## config.mk

```make
export PLATFORM = sky130hd
export DESIGN_NAME = mw_cook_scheduler
export DESIGN_NICKNAME = d
export VERILOG_FILES = /design/src/rtl/mw_cook_scheduler_pkg.sv /design/src/rtl/mw_duty_counter.sv /design/src/rtl/mw_cook_scheduler.sv
export SDC_FILE = /design/constraint.sdc
export NUM_CORES = 1
export LEC_CHECK = 0
export CAP_MARGIN = 10
export CORE_AREA = 2 2 42 44
export CTS_CLUSTER_SIZE = 20
export DETAILED_ROUTE_END_ITERATION = 16
export DIE_AREA = 0 0 44 46
export PLACE_DENSITY_LB_ADDON = 0.08
export SLEW_MARGIN = 20
export SYNTH_ARGS = -nofsm -noshare
export SYNTH_HDL_FRONTEND = slang
export SYNTH_SLANG_ARGS = --single-unit
```

## constraint.sdc

```tcl
create_clock -name clk -period 5.2 [get_ports clk]
set_input_delay 0.78 -clock clk [delete_from_list [all_inputs] [get_ports clk]]
set_output_delay 0.78 -clock clk [all_outputs]
set_load 0.005 [all_outputs]
```

## src/rtl/mw_cook_scheduler_pkg.sv

```systemverilog
// rtl/mw_cook_scheduler_pkg.sv - shared states, constants and power clamp for the cook scheduler
package mw_cook_scheduler_pkg;

  typedef enum logic [1:0] {
    ST_IDLE    = 2'd0,
    ST_COOKING = 2'd1,
    ST_PAUSED  = 2'd2,
    ST_DONE    = 2'd3
  } state_t;

  localparam logic [3:0] POWER_MAX           = 4'd10;
  localparam int         DEFAULT_DUTY_PERIOD = 10;
  localparam int         DEFAULT_BEEP_TICKS  = 3;

  // Out-of-range requests (0 or above the top level) run at full power.
  function automatic logic [3:0] clamp_power(input logic [3:0] sel);
    return ((sel == 4'd0) || (sel > POWER_MAX)) ? POWER_MAX : sel;
  endfunction

endpackage

```

## src/rtl/mw_duty_counter.sv

```systemverilog
// rtl/mw_duty_counter.sv - tick-driven duty window phase counter with power compare
module mw_duty_counter
  import mw_cook_scheduler_pkg::*;
#(
  parameter int DUTY_PERIOD = DEFAULT_DUTY_PERIOD,
  parameter int PHASE_W     = (DUTY_PERIOD > 16) ? $clog2(DUTY_PERIOD) : 4
) (
  input  logic       clk,
  input  logic       rst,
  input  logic       clr,
  input  logic       adv,
  input  logic [3:0] power,
  output logic       below
);

  localparam logic [PHASE_W-1:0] LAST = PHASE_W'(DUTY_PERIOD - 1);

  logic [PHASE_W-1:0] phase;

  // Phase holds unless advanced; clear wins over advance.
  always_ff @(posedge clk) begin
    if (rst || clr) begin
      phase <= '0;
    end else if (adv) begin
      phase <= (phase == LAST) ? '0 : phase + 1'b1;
    end
  end

  assign below = (phase < PHASE_W'(power));

endmodule

```

## src/rtl/mw_cook_scheduler.sv

```systemverilog
// rtl/mw_cook_scheduler.sv - microwave cook sequencing FSM with magnetron duty cycling and beep
module mw_cook_scheduler
  import mw_cook_scheduler_pkg::*;
#(
  parameter int DUTY_PERIOD = DEFAULT_DUTY_PERIOD,
  parameter int BEEP_TICKS  = DEFAULT_BEEP_TICKS
) (
  input  logic       clk,
  input  logic       rst,
  input  logic       tick,
  input  logic       start,
  input  logic       stop,
  input  logic       clear,
  input  logic       door_closed,
  input  logic       timer_zero,
  input  logic [3:0] power_sel,
  output logic       mag_on,
  output logic       count_en,
  output logic       timer_clear,
  output logic       beep,
  output logic       busy
);

  localparam int             PHASE_W   = (DUTY_PERIOD > 16) ? $clog2(DUTY_PERIOD) : 4;
  localparam int             BW        = (BEEP_TICKS > 1) ? $clog2(BEEP_TICKS + 1) : 1;
  localparam logic [BW-1:0]  BEEP_LOAD = BW'(BEEP_TICKS);

  state_t        state;
  logic [3:0]    power_q;
  logic [BW-1:0] beep_cnt;
  logic          phase_clr;
  logic          phase_adv;
  logic          below;

  // Phase restarts on clear or a fresh start; it only advances on a tick
  // while cooking continues, so the entry tick and the pausing tick are lost.
  always_comb begin
    phase_clr = clear || ((state == ST_IDLE) && start && door_closed && !timer_zero);
    phase_adv = tick && (state == ST_COOKING) && !clear && !timer_zero && !stop && door_closed;
  end

  mw_duty_counter #(
    .DUTY_PERIOD (DUTY_PERIOD),
    .PHASE_W     (PHASE_W)
  ) u_duty (
    .clk   (clk),
    .rst   (rst),
    .clr   (phase_clr),
    .adv   (phase_adv),
    .power (power_q),
    .below (below)
  );

  // Sequencing FSM: clear > timer_zero > stop/door-open > start.
  always_ff @(posedge clk) begin
    if (rst) begin
      state       <= ST_IDLE;
      power_q     <= POWER_MAX;
      beep_cnt    <= '0;
      timer_clear <= 1'b0;
    end else begin
      timer_clear <= 1'b0;
      if (clear) begin
        state       <= ST_IDLE;
        beep_cnt    <= '0;
        timer_clear <= 1'b1;
      end else begin
        case (state)
          ST_IDLE: begin
            if (start && door_closed && !timer_zero) begin
              state   <= ST_COOKING;
              power_q <= clamp_power(power_sel);
            end
          end
          ST_COOKING: begin
            if (timer_zero) begin
              state    <= ST_DONE;
              beep_cnt <= BEEP_LOAD;
            end else if (stop || !door_closed) begin
              state <= ST_PAUSED;
            end
          end
          ST_PAUSED: begin
            if (stop) begin
              state       <= ST_IDLE;
              timer_clear <= 1'b1;
            end else if (start && door_closed) begin
              state   <= ST_COOKING;
              power_q <= clamp_power(power_sel);
            end
          end
          ST_DONE: begin
            if (start || stop) begin
              state <= ST_IDLE;
            end else if (tick) begin
              beep_cnt <= beep_cnt - 1'b1;
              if (beep_cnt <= BW'(1)) begin
                state <= ST_IDLE;
              end
            end
          end
          default: state <= ST_IDLE;
        endcase
      end
    end
  end

  assign count_en = (state == ST_COOKING);
  assign beep     = (state == ST_DONE);
  assign busy     = (state != ST_IDLE);
  // Door is gated directly so opening it cuts the magnetron without waiting a clock.
  assign mag_on   = (state == ST_COOKING) && below && door_closed;

endmodule

```

Word level (Yosys, flattened, before mapping)
Index checks and enable logic that the tools add are counted.

word-level totals
  register bits after elaboration = 13
  input bits = 12
  output and inout bits = 5

cells by class
  add/subtract/negate cells = 2
  order comparisons = 3
  eq/ne operators = 14
  multiplexer cells = 22
  bitwise logic cells = 1
  reduce and logical (&&, ||, !) cells = 30

operator list
  operator                                                         count
  two-way mux 2 bit                                                11
  two-way mux 4 bit                                                5
  logical AND 1 bit                                                12
  != test 2 bit (second input constant)                            5
  AND reduction 5 bit                                              2
  one-hot mux 2 bit (4 select lines)                               1
  one-hot mux 4 bit (2 select lines)                               1
  != test 3 x 2 -> 1 bit (second input constant)                   2
  nonzero test 2 bit                                               3
  logical OR 1 bit                                                 5
  adder 4 x 1 -> 4 bit (second input constant)                     1
  equality test 2 bit (second input constant)                      2
  equality test 4 bit (second input constant)                      1
  > comparator 4 bit (second input constant)                       1
  logical NOT 1 bit                                                4
  logical NOT 4 bit                                                1
  < comparator 4 bit                                               1
  one-hot mux 2 bit (2 select lines)                               1
  AND reduction 4 bit                                              1
  two-way mux 1 bit                                                3
  != test 3 x 1 -> 1 bit (second input constant)                   1
  != test 3 bit (second input constant)                            1
  equality test 2 x 1 -> 1 bit (second input constant)             1
  less-or-equal comparator 2 x 1 -> 1 bit (second input constant)  1
  other kinds (5)                                                  5

Longest topological paths before layout
Gate-level depths: netlist of the first run.

  depth in word-level cells = 6
  gate-level depth with buffers = 6
  depth with buffers taken out = 6

Hierarchy
Synthesis of the first run repeated with hierarchy kept, for this count alone.

unflattened totals
  cell total of the unflattened synthesis = 96
  area, all modules = 845.8 um2

by module, submodules not included
  module             instances  cells an instance  area an instance (um2)  sequential area each (um2)
  mw_cook_scheduler  1          65                 581.8                   180.2
  mw_duty_counter    1          31                 264.0                   80.1

Worst setup path before layout of the first run
OpenSTA, ideal clock, no wires.

  kind = input-to-reg
  start point = in timer_zero
  end point = reg power_q[2]
  setup time = 0.066 ns
  data arrival time = 2.079 ns
  required time = 5.134 ns
  path slack = 3.055 ns
  stages = 5
  path buffers = 1
  cells stage by stage = mux2_4 -> or4_1 -> clkbuf_2 -> or3b_1 -> a21oi_2

between the ends
  cells in the longest elaborated chain, start to end = 4

ends and longest elaborated chain
  item                              line                     source
  start: declaration                mw_cook_scheduler.sv:15  input logic timer_zero,
  logical NOT 1 bit                 mw_cook_scheduler.sv:70  if (start && door_closed && !timer_zero) begin
  logical AND 1 bit                 mw_cook_scheduler.sv:70
  != test 2 x 1 -> 1 bit (no line)  n/a
  AND reduction 5 bit (no line)     n/a
  end signal: assignment            mw_cook_scheduler.sv:72  power_q <= clamp_power(power_sel);
  end signal: assignment            mw_cook_scheduler.sv:89  power_q <= clamp_power(power_sel);
  end: declaration                  mw_cook_scheduler.sv:29  logic [3:0] power_q;

Every way passes these cells.
A chain may end at the register's enable or synchronous reset.

Final worst setup path of the first run
  start point = in door_closed
  end point = out mag_on

between the ends
  cells in the longest elaborated chain, start to end = 1

ends and longest elaborated chain
  item                line                      source
  start: declaration  mw_cook_scheduler.sv:14   input logic door_closed,
  logical AND 1 bit   mw_cook_scheduler.sv:112  assign mag_on = (state == ST_COOKING) && below && door_closed;
  end: declaration    mw_cook_scheduler.sv:17   output logic mag_on,

Every way passes these cells.

==> metrics.csv, run 1 <==
stage;metric;value;unit
clock_network;cts_tree;yes;
pwr;p_total;0.193;mW
placed_design;dpl.cell_count;125;
worst_setup_path;reg2regPathDepth;4;
routing;route.vias.total;726;
worst_setup_path;cpPeakStageDelay;0.54;ns
worst_setup_path;critPathRequiredTime;4.42;ns
worst_setup_path;critPathBufInv;2;
synthesis;synth_flop_cell;dfxtp_1;
routing;wire_per_inst;12.7;um
clock_network;hold_buffers;0;
grt;antenna_found_initial;0;
grt;grt_pass1_wl;2.68;mm
clock_network;clock_latency;0.28;ns
timing;timing.final.ws_setup;2.37;ns
clock_network;cts.sinks;13;
final_layout;final_util;60.5;%
grt;grt_pass1_vias;637;
placed_design;place_area;950;um2
worst_setup_path;crit_chain;clkdlybuf4s50_1, nand3b_1, a21oi_1, clkdlybuf4s50_1;
grt;globalRouteMet3Util;3.57;%
synthesis;muxShareOfSynthArea;3.19;%
timing;final-hold-violation-count;0;
worst_setup_path;crit_path_start_kind;primary input;
final_layout;drive_gt1_share;9.82;%
routing;dr.pass1.iters;5;
worst_setup_path;crit_fanout;5;
synthesis;seq_area_frac_synth;33.2;%
timing;grt_setup_unrepaired;no;
timing;tightest_slew;0.472;ns
clock_network;cts_setup_buffers;0;
routing;drtIter0Drc;12;
synthesis;syn_avg_cell_area;8.26;um2
timing;period_minus_slack;2.83;ns
worst_setup_path;reg2reg_from;state[1];
final_layout;flow.area_growth_from_synthesis;24.4;%
synthesis;synth_area;785;um2
timing;report.final.slew_viol_count;0;
worst_setup_path;worstSetupStartpoint;door_closed;
grt;grt_max_degree;12;
pwr;p_leak;0.387;nW
floorplanning;core;1610;um2
timing;fin_skew;0.000878;ns
routing;via_per_inst;5.63;
floorplanning;die_width;44;um
synthesis;synth_cell_types;39;
clock_network;htree_levels;1;
final_layout;layout_common_cells;clkdlybuf4s50_1 (16), dfxtp_1 (13), nor2_1 (10);
routing;antenna_left;0;
grt;grt_use_total;18.0;%
outcome;status;finished clean;
floorplanning;initial_core_util;48.6;%
grt;grt-ovfl-total;0;
worst_setup_path;critical_path.slowest_cell;clkdlybuf4s50_1;
clock_network;numCtsBuffers;3;
worst_setup_path;arrival;2.05;ns
final_layout;final_cells;129;
grt;grtUsageMet1;23.6;%
pwr;vdd_drop_max;0.142;mV
synthesis;synth_nets;111;
timing;tns;0;ns
final_layout;layout_commonest_cell;clkdlybuf4s50_1;
synthesis;ys_async_sr_fraction;0;%
placed_design;dpl.hpwl;1.25;mm
synthesis;synth-simple-area-share;29.5;%
timing;finalSetupViolCount;0;
placed_design;port_buffers;16;
clock_network;cts_resized;0;
synthesis;synth-seq-cells;13;
clock_network;cts-root-buf;clkbuf_4;
run;cap_violations;0;
worst_setup_path;path_delay_family;buffers and inverters;
timing;fmax;353;MHz
placed_design;dpl_worst_slack;2.35;ns
worst_setup_path;crit_path_end;mag_on;
timing;fin_crit_sh;54.5;%
timing;timing.hold.ws;0.466;ns
clock_network;clk_pin_slew;0.08;ns
placed_design;place.gp.congestion;0.806;
synthesis;synth_edf_count;0;
worst_setup_path;critPathKind;in2out;
floorplanning;dieArea;2020;um2
worst_setup_path;worstReg2RegEnd;power_q[2];
worst_setup_path;crit_top_cell;clkdlybuf4s50_1;
routing;drc;0;
routing;wl;1.64;mm
worst_setup_path;critPathCaptureType;primary output;
synthesis;synth_top_family_by_area;simple AND/OR/NAND/NOR gates;
floorplanning;die_y;46;um
synthesis;synthAdderAreaFrac;6.38;%
synthesis;syn_inst;95;
min_path;hold_path.class;reg2reg;
synthesis;synthXorXnorAreaFrac;2.23;%
synthesis;synth_compound_area_share;21.1;%
floorplanning;io-pin-count;17;
pwr;p_per_area;198;nW/um2
clock_network;cts_buffer_depth;2;
worst_setup_path;path_depth;4;
grt;grt_busiest_layer;met2;
floorplanning;num_rows;15;
synthesis;yosysWarnings;0;
final_layout;finalNetCount;129;
timing;relSlewSlack;68.1;%
final_layout;n_antenna_cell;0;
final_layout;design_area;976;um2
worst_setup_path;reg2reg_slack;3.18;ns
grt;met2_usage;28.8;%
==> cell usage after synthesis (all sizes together) (2+ instances only) <==
cell    instances  area (um2)
nand2           8        30.0
nand3           2        10.0
nor2b           3        18.8
xor2            2        17.5
o21ai           5        25.0
or2             2        12.5
a21oi           6        33.8
a211o           2        20.0
inv             5        18.8
nor2           10        37.5
ha              4        50.1
dfxtp          13         260
a21o            2        15.0
a31oi           2        12.5
and2b           2        15.0
clkbuf          2        8.75
nand3b          2        15.0
nand2b          2        12.5
nor3            3        15.0
==> sequential cells by signal, indices dropped and copies added (netlist names) <==
signal        count
beep_cnt          2
u_duty.phase      4
state             2
timer_clear       1
power_q           4
==> worst min-delay path, cell delays in order (launching register included) <==
cell     delay, ns
dfxtp_1       0.32
nand2_1       0.05
a21oi_1       0.05
==> cell type report <==
cell class              instances  area, um2
well taps                      17       21.3
clock buffers                   4       26.3
flip-flops and latches         13        260
fillers                       157        638
multi-input cells              74        489
inverters                       5       18.8
repair buffers                 16        160
==> cells by family (layout without fill, tap and decap cells) <==
kind of cell	after synthesis	count (layout)
AO/OA/AOI/OAI	24	24
XOR/XNOR	2	2
buffers and inverters	8	25
AND/OR/NAND/NOR	42	42
multiplexers	2	2
adder cells (fa/ha/maj)	4	4
flip-flops	13	13
==> layer usage <==
metal / up-vias / routed length [um]
li1: 374 / -
met1: 327 / 797
met2: 21 / 763
met3: 4 / 62
met4: 0 / 20
met5: - / 0
==> where the power goes <==
group,total (mW),switching [mW],internal (mW)
logic,0.0260,0.0112,0.0148
registers,0.102,0.00117,0.101
clock network,0.0649,0.0352,0.0297
total,0.193,0.0476,0.146
==> how the worst min path moves through the flow <==
stage          cells after the start  slack, ns         end       start
6_report                           2       0.47  power_q[0]  power_q[0]
5_1_grt                            2       0.47  power_q[0]  power_q[0]
4_1_cts                            2       0.46  power_q[0]  power_q[0]
3_5_place_dp                       2       0.45  power_q[0]  power_q[0]
3_3_place_gp                       2       0.44  power_q[0]  power_q[0]
2_1_floorplan                      2       0.43  power_q[0]  power_q[0]
(Power assumes the default switching activity.)
==> run 2: changes to the inputs <==
Settings changed: CORE_AREA 2 2 42 44 to 2 2 46 48, DIE_AREA 0 0 44 46 to 0 0 48 50.
Clock period 5.2 ns to 2.5 ns, I/O delays scaled along.
==> metrics.csv, run 2 (synthesis gave the netlist of run 1 again) <==
stage;metric;value;unit
outcome;status;finished clean;
grt;antenna_found_initial;0;
final_layout;drive_gt1_share;10.6;%
worst_setup_path;crit_fanout;7;
worst_setup_path;worstReg2RegEnd;power_q[2];
worst_setup_path;critPathKind;reg2out;
worst_setup_path;critPathRequiredTime;2.12;ns
worst_setup_path;reg2regPathDepth;4;
timing;fmax;427;MHz
final_layout;design_area;996;um2
placed_design;place_area;970;um2
floorplanning;die_y;50;um
floorplanning;io-pin-count;17;
pwr;p_per_area;398;nW/um2
timing;final-hold-violation-count;0;
floorplanning;initial_core_util;41.2;%
pwr;p_leak;0.393;nW
floorplanning;dieArea;2400;um2
final_layout;largest_registers;power_q x4, u_duty.phase x4;
clock_network;cts_buffer_depth;2;
clock_network;cts_tree;yes;
grt;grt_max_degree;12;
placed_design;place.gp.congestion;0.731;
floorplanning;num_rows;16;
timing;period_minus_slack;2.34;ns
clock_network;clk_pin_slew;0.08;ns
routing;wire_per_inst;11.4;um
timing;relSlewSlack;65.9;%
timing;grt_setup_unrepaired;no;
routing;via_per_inst;5.03;
routing;dr.pass1.iters;3;
timing;tightest_slew;0.505;ns
final_layout;layout_commonest_cell;clkdlybuf4s50_1;
routing;antenna_left;0;
clock_network;cts_setup_buffers;0;
final_layout;n_fill_cell;197;
floorplanning;die_width;48;um
clock_network;cts-root-buf;clkbuf_4;
grt;grt_pass1_vias;629;
clock_network;clock_latency;0.27;ns
routing;drtIter0Drc;10;
clock_network;numCtsBuffers;3;
worst_setup_path;critPathCaptureType;primary output;
floorplanning;core;1900;um2
timing;fin_skew;0.00260;ns
run;cap_violations;0;
routing;wl;1.59;mm
pwr;vdd_drop_max;0.342;mV
timing;tns;0;ns
min_path;hold_path.class;reg2reg;
grt;grt_pass1_wl;2.60;mm
worst_setup_path;crit_path_start_kind;flop;
worst_setup_path;worstSetupStartpoint;u_duty.phase[1];
worst_setup_path;crit_path_end;mag_on;
timing;report.final.slew_viol_count;0;
final_layout;layout_common_cells;clkdlybuf4s50_1 (16), dfxtp_1 (13), nor2_1 (10);
final_layout;multiInputGateArea;489;um2
final_layout;seq_area;260;um2
placed_design;port_buffers;16;
timing;finalSetupViolCount;0;
clock_network;cts.sinks;13;
routing;route.vias.total;704;
clock_network;htree_levels;1;
grt;grt_use_total;14.9;%
routing;drc;0;
placed_design;dpl.hpwl;1.25;mm
timing;fin_crit_sh;93.6;%
grt;grt-ovfl-total;0;
clock_network;hold_buffers;0;
worst_setup_path;reg2reg_slack;0.46;ns
worst_setup_path;arrival;1.97;ns
worst_setup_path;reg2reg_from;state[1];
clock_network;cts_resized;0;
final_layout;finalNetCount;130;
final_layout;flow.area_growth_from_synthesis;27.0;%
final_layout;n_antenna_cell;0;
run 2: cell types whose count changed in the layout (fill, tap and decap cells not counted), sizes merged:
cell / previous run / this run
buf: 0 / 1
run 2: worst min path at each step:
stage,slack (ns),end,depth (start not counted),from
after floorplan,0.43,power_q[0],2,power_q[0]
after CTS,0.47,power_q[0],2,power_q[0]
final,0.46,power_q[0],2,power_q[0]
after global placement,0.45,power_q[0],2,power_q[0]
after global routing,0.49,power_q[2],2,power_q[2]
after detailed placement,0.45,power_q[0],2,power_q[0]
run 2: worst max-delay path, stage by stage (launching register included):
cell	delay, ns
dfxtp_1	0.45
ha_1	0.28
a21o_1	0.15
a21o_1	0.17
a21oi_1	0.14
clkdlybuf4s50_1	0.51
run 2: per-layer routing:
layer | up-vias | track usage [%] | wire, um | part of all wire [%]
met5 | - | 0 | 0 | 0
met4 | 0 | 4.05 | 0 | 0
met3 | 0 | 6.96 | 76 | 4.8
met2 | 11 | 21.3 | 719 | 45
met1 | 316 | 19.9 | 798 | 50
li1 | 377 | - | - | -
run 2: power breakdown:
group          internal [mW]  switching [mW]
clock network         0.0618          0.0677
logic                 0.0314          0.0232
registers              0.210         0.00256
total                  0.303          0.0935
run 2: final cells by class:
type,count,area share [%]
Inverter,5,1.88
Multi-Input combinational cell,74,49.1
Sequential cell,13,26.1
Clock buffer,4,2.64
Tap cell,27,3.39
Timing Repair Buffer,17,16.8
run 2: per-stage QoR:
| stage | worst slack (ns) | total power, mW | utilization [%] | std cells | hold slack (ns) |
|---|---|---|---|---|---|
| 2_1_floorplan | 0.760 | 0.239 | - | 95 | 0.426 |
| 3_3_place_gp | 0.184 | 0.272 | 51.0 | 136 | 0.450 |
| 3_5_place_dp | 0.157 | 0.272 | 51.0 | 136 | 0.453 |
| 4_1_cts | 0.131 | 0.404 | 52.4 | 140 | 0.465 |
| 5_1_grt | 0.0727 | 0.421 | 52.4 | 140 | 0.486 |
| 6_report | 0.159 | 0.397 | 52.4 | 140 | 0.463 |
==> run 3: changes to the inputs <==
Clock period 2.5 ns to 2.1 ns, I/O delays scaled along.
==> metrics.csv, run 3 (synthesis gave the netlist of run 1 again) <==
stage;metric;value;unit
outcome;status;finished clean;
clock_network;cts-root-buf;clkbuf_4;
placed_design;place.gp.congestion;0.831;
clock_network;hold_buffers;0;
worst_setup_path;critical_path.slowest_cell;dfxtp_1;
timing;report.final.slew_viol_count;0;
timing;fin_skew;0.00474;ns
final_layout;final_cells;151;
worst_setup_path;worstReg2RegEnd;power_q[2];
clock_network;clk_pin_slew;0.08;ns
floorplanning;initial_core_util;41.2;%
routing;dr.pass1.iters;4;
worst_setup_path;critPathCaptureType;primary output;
routing;drc;0;
worst_setup_path;critPathRequiredTime;1.78;ns
placed_design;dpl.cell_count;147;
timing;fmax;511;MHz
clock_network;cts.sinks;13;
routing;route.vias.total;750;
timing;final-hold-violation-count;0;
routing;antenna_left;0;
timing;grt_setup_unrepaired;no;
worst_setup_path;reg2regPathDepth;4;
clock_network;numCtsBuffers;3;
timing;tightest_slew;0.544;ns
final_layout;drive_gt1_share;18.5;%
placed_design;port_buffers;16;
grt;grt_use_total;16.2;%
timing;finalSetupViolCount;0;
worst_setup_path;cpPeakStageDelay;0.33;ns
floorplanning;die_y;50;um
floorplanning;core;1900;um2
worst_setup_path;crit_fanout;2;
pwr;p_per_area;455;nW/um2
pwr;p_leak;0.450;nW
timing;fin_crit_sh;93.2;%
floorplanning;io-pin-count;17;
final_layout;finalNetCount;141;
final_layout;flow.area_growth_from_synthesis;37.3;%
routing;via_per_inst;4.97;
timing;period_minus_slack;1.96;ns
worst_setup_path;path_delay_family;compound AO/OA/AOI/OAI gates;
routing;wire_per_inst;11.7;um
clock_network;htree_levels;1;
floorplanning;die_width;48;um
grt;antenna_found_initial;0;
grt;grt_pass1_wl;2.75;mm
worst_setup_path;reg2reg_from;state[1];
final_layout;layout_commonest_cell;clkdlybuf4s50_1;
placed_design;dpl.hpwl;1.35;mm
clock_network;clock_latency;0.28;ns
final_layout;layout_common_cells;clkdlybuf4s50_1 (15), dfxtp_1 (13), buf_4 (12);
worst_setup_path;crit_top_cell;a21o_1;
grt;grt_pass1_vias;648;
worst_setup_path;crit_chain;inv_1, ha_1, a21o_1, a21o_1, a21oi_1, dlygate4sd2_1;
worst_setup_path;worstSetupStartpoint;power_q[1];
routing;wl;1.77;mm
final_layout;largest_registers;power_q x4, u_duty.phase x4;
worst_setup_path;arrival;1.64;ns
routing;drtIter0Drc;10;
pwr;p_total;0.490;mW
run;cap_violations;0;
worst_setup_path;crit_path_start_kind;flop;
worst_setup_path;crit_path_end;mag_on;
clock_network;cts_buffer_depth;2;
grt;grt-ovfl-total;0;
grt;grt_max_degree;11;
floorplanning;num_rows;16;
worst_setup_path;critPathKind;reg2out;
floorplanning;dieArea;2400;um2
pwr;vdd_drop_max;0.331;mV
min_path;hold_path.class;reg2reg;
final_layout;n_antenna_cell;0;
worst_setup_path;critPathBufInv;2;
timing;relSlewSlack;63.4;%
worst_setup_path;reg2reg_slack;0.34;ns
worst_setup_path;path_depth;6;
clock_network;cts_tree;yes;
==> run 3: repair_timing <==
item | in CTS | in global routing
buffers inserted | 0 | 0
setup endpoints to repair | 1 | 0
resized for setup | 1 | 0
==> run 3: how the worst min path moves through the flow <==
stage | cells past startpoint | from | end | slack [ns]
2_1_floorplan | 1 | rst | power_q[2] | 0.38
4_1_cts | 2 | power_q[0] | power_q[0] | 0.47
3_5_place_dp | 2 | power_q[0] | power_q[0] | 0.45
3_3_place_gp | 2 | power_q[0] | power_q[0] | 0.45
5_1_grt | 2 | power_q[2] | power_q[2] | 0.48
6_report | 2 | power_q[0] | power_q[0] | 0.46
==> run 3: worst reg2reg max path: stages (launching register included) <==
cell,delay (ns)
dfxtp_1,0.36
mux2_4,0.30
or4_1,0.49
or3b_1,0.42
a21oi_2,0.13
==> run 3: area by class of cell <==
cell class                 instances  area (um2)
clock buffer                       4        26.3
fill                             185         825
tap                               27        33.8
sequential                        13         260
timing repair buffer              28         249
inverter                           5        18.8
multi-input combinational         74         489
==> run 3: stage by stage <==
| stage | area [um2] | worst slack, ns | hold WS, ns | utilization, % | setup TNS, ns |
|---|---|---|---|---|---|
| floorplan | 785 | 0.371 | 0.377 | - | 0 |
| global placement | 1050 | -0.00916 | 0.446 | 55.3 | -0.00916 |
| detailed placement | 1050 | -0.0469 | 0.455 | 55.3 | -0.0764 |
| CTS | 1080 | 0.118 | 0.466 | 56.6 | 0 |
| global route | 1080 | 0.0201 | 0.484 | 56.6 | 0 |
| finish | 1080 | 0.142 | 0.465 | 56.6 | 0 |
==> run 3: where the power goes <==
| group | internal [mW] | total [mW] | switching [mW] | leakage (nW) |
|---|---|---|---|---|
| Combinational | 0.0466 | 0.0784 | 0.0319 | 0.330 |
| Sequential | 0.250 | 0.252 | 0.00187 | 0.105 |
| Clock | 0.0736 | 0.160 | 0.0861 | 0.0150 |
| Total | 0.370 | 0.490 | 0.120 | 0.450 |
==> run 3: layer usage <==
layer	GRT usage [%]	up-vias	wire length, um
li1	-	395	-
met1	21.8	342	861
met2	23.6	11	830
met3	4.40	2	57
met4	6.76	0	15
met5	0	-	0
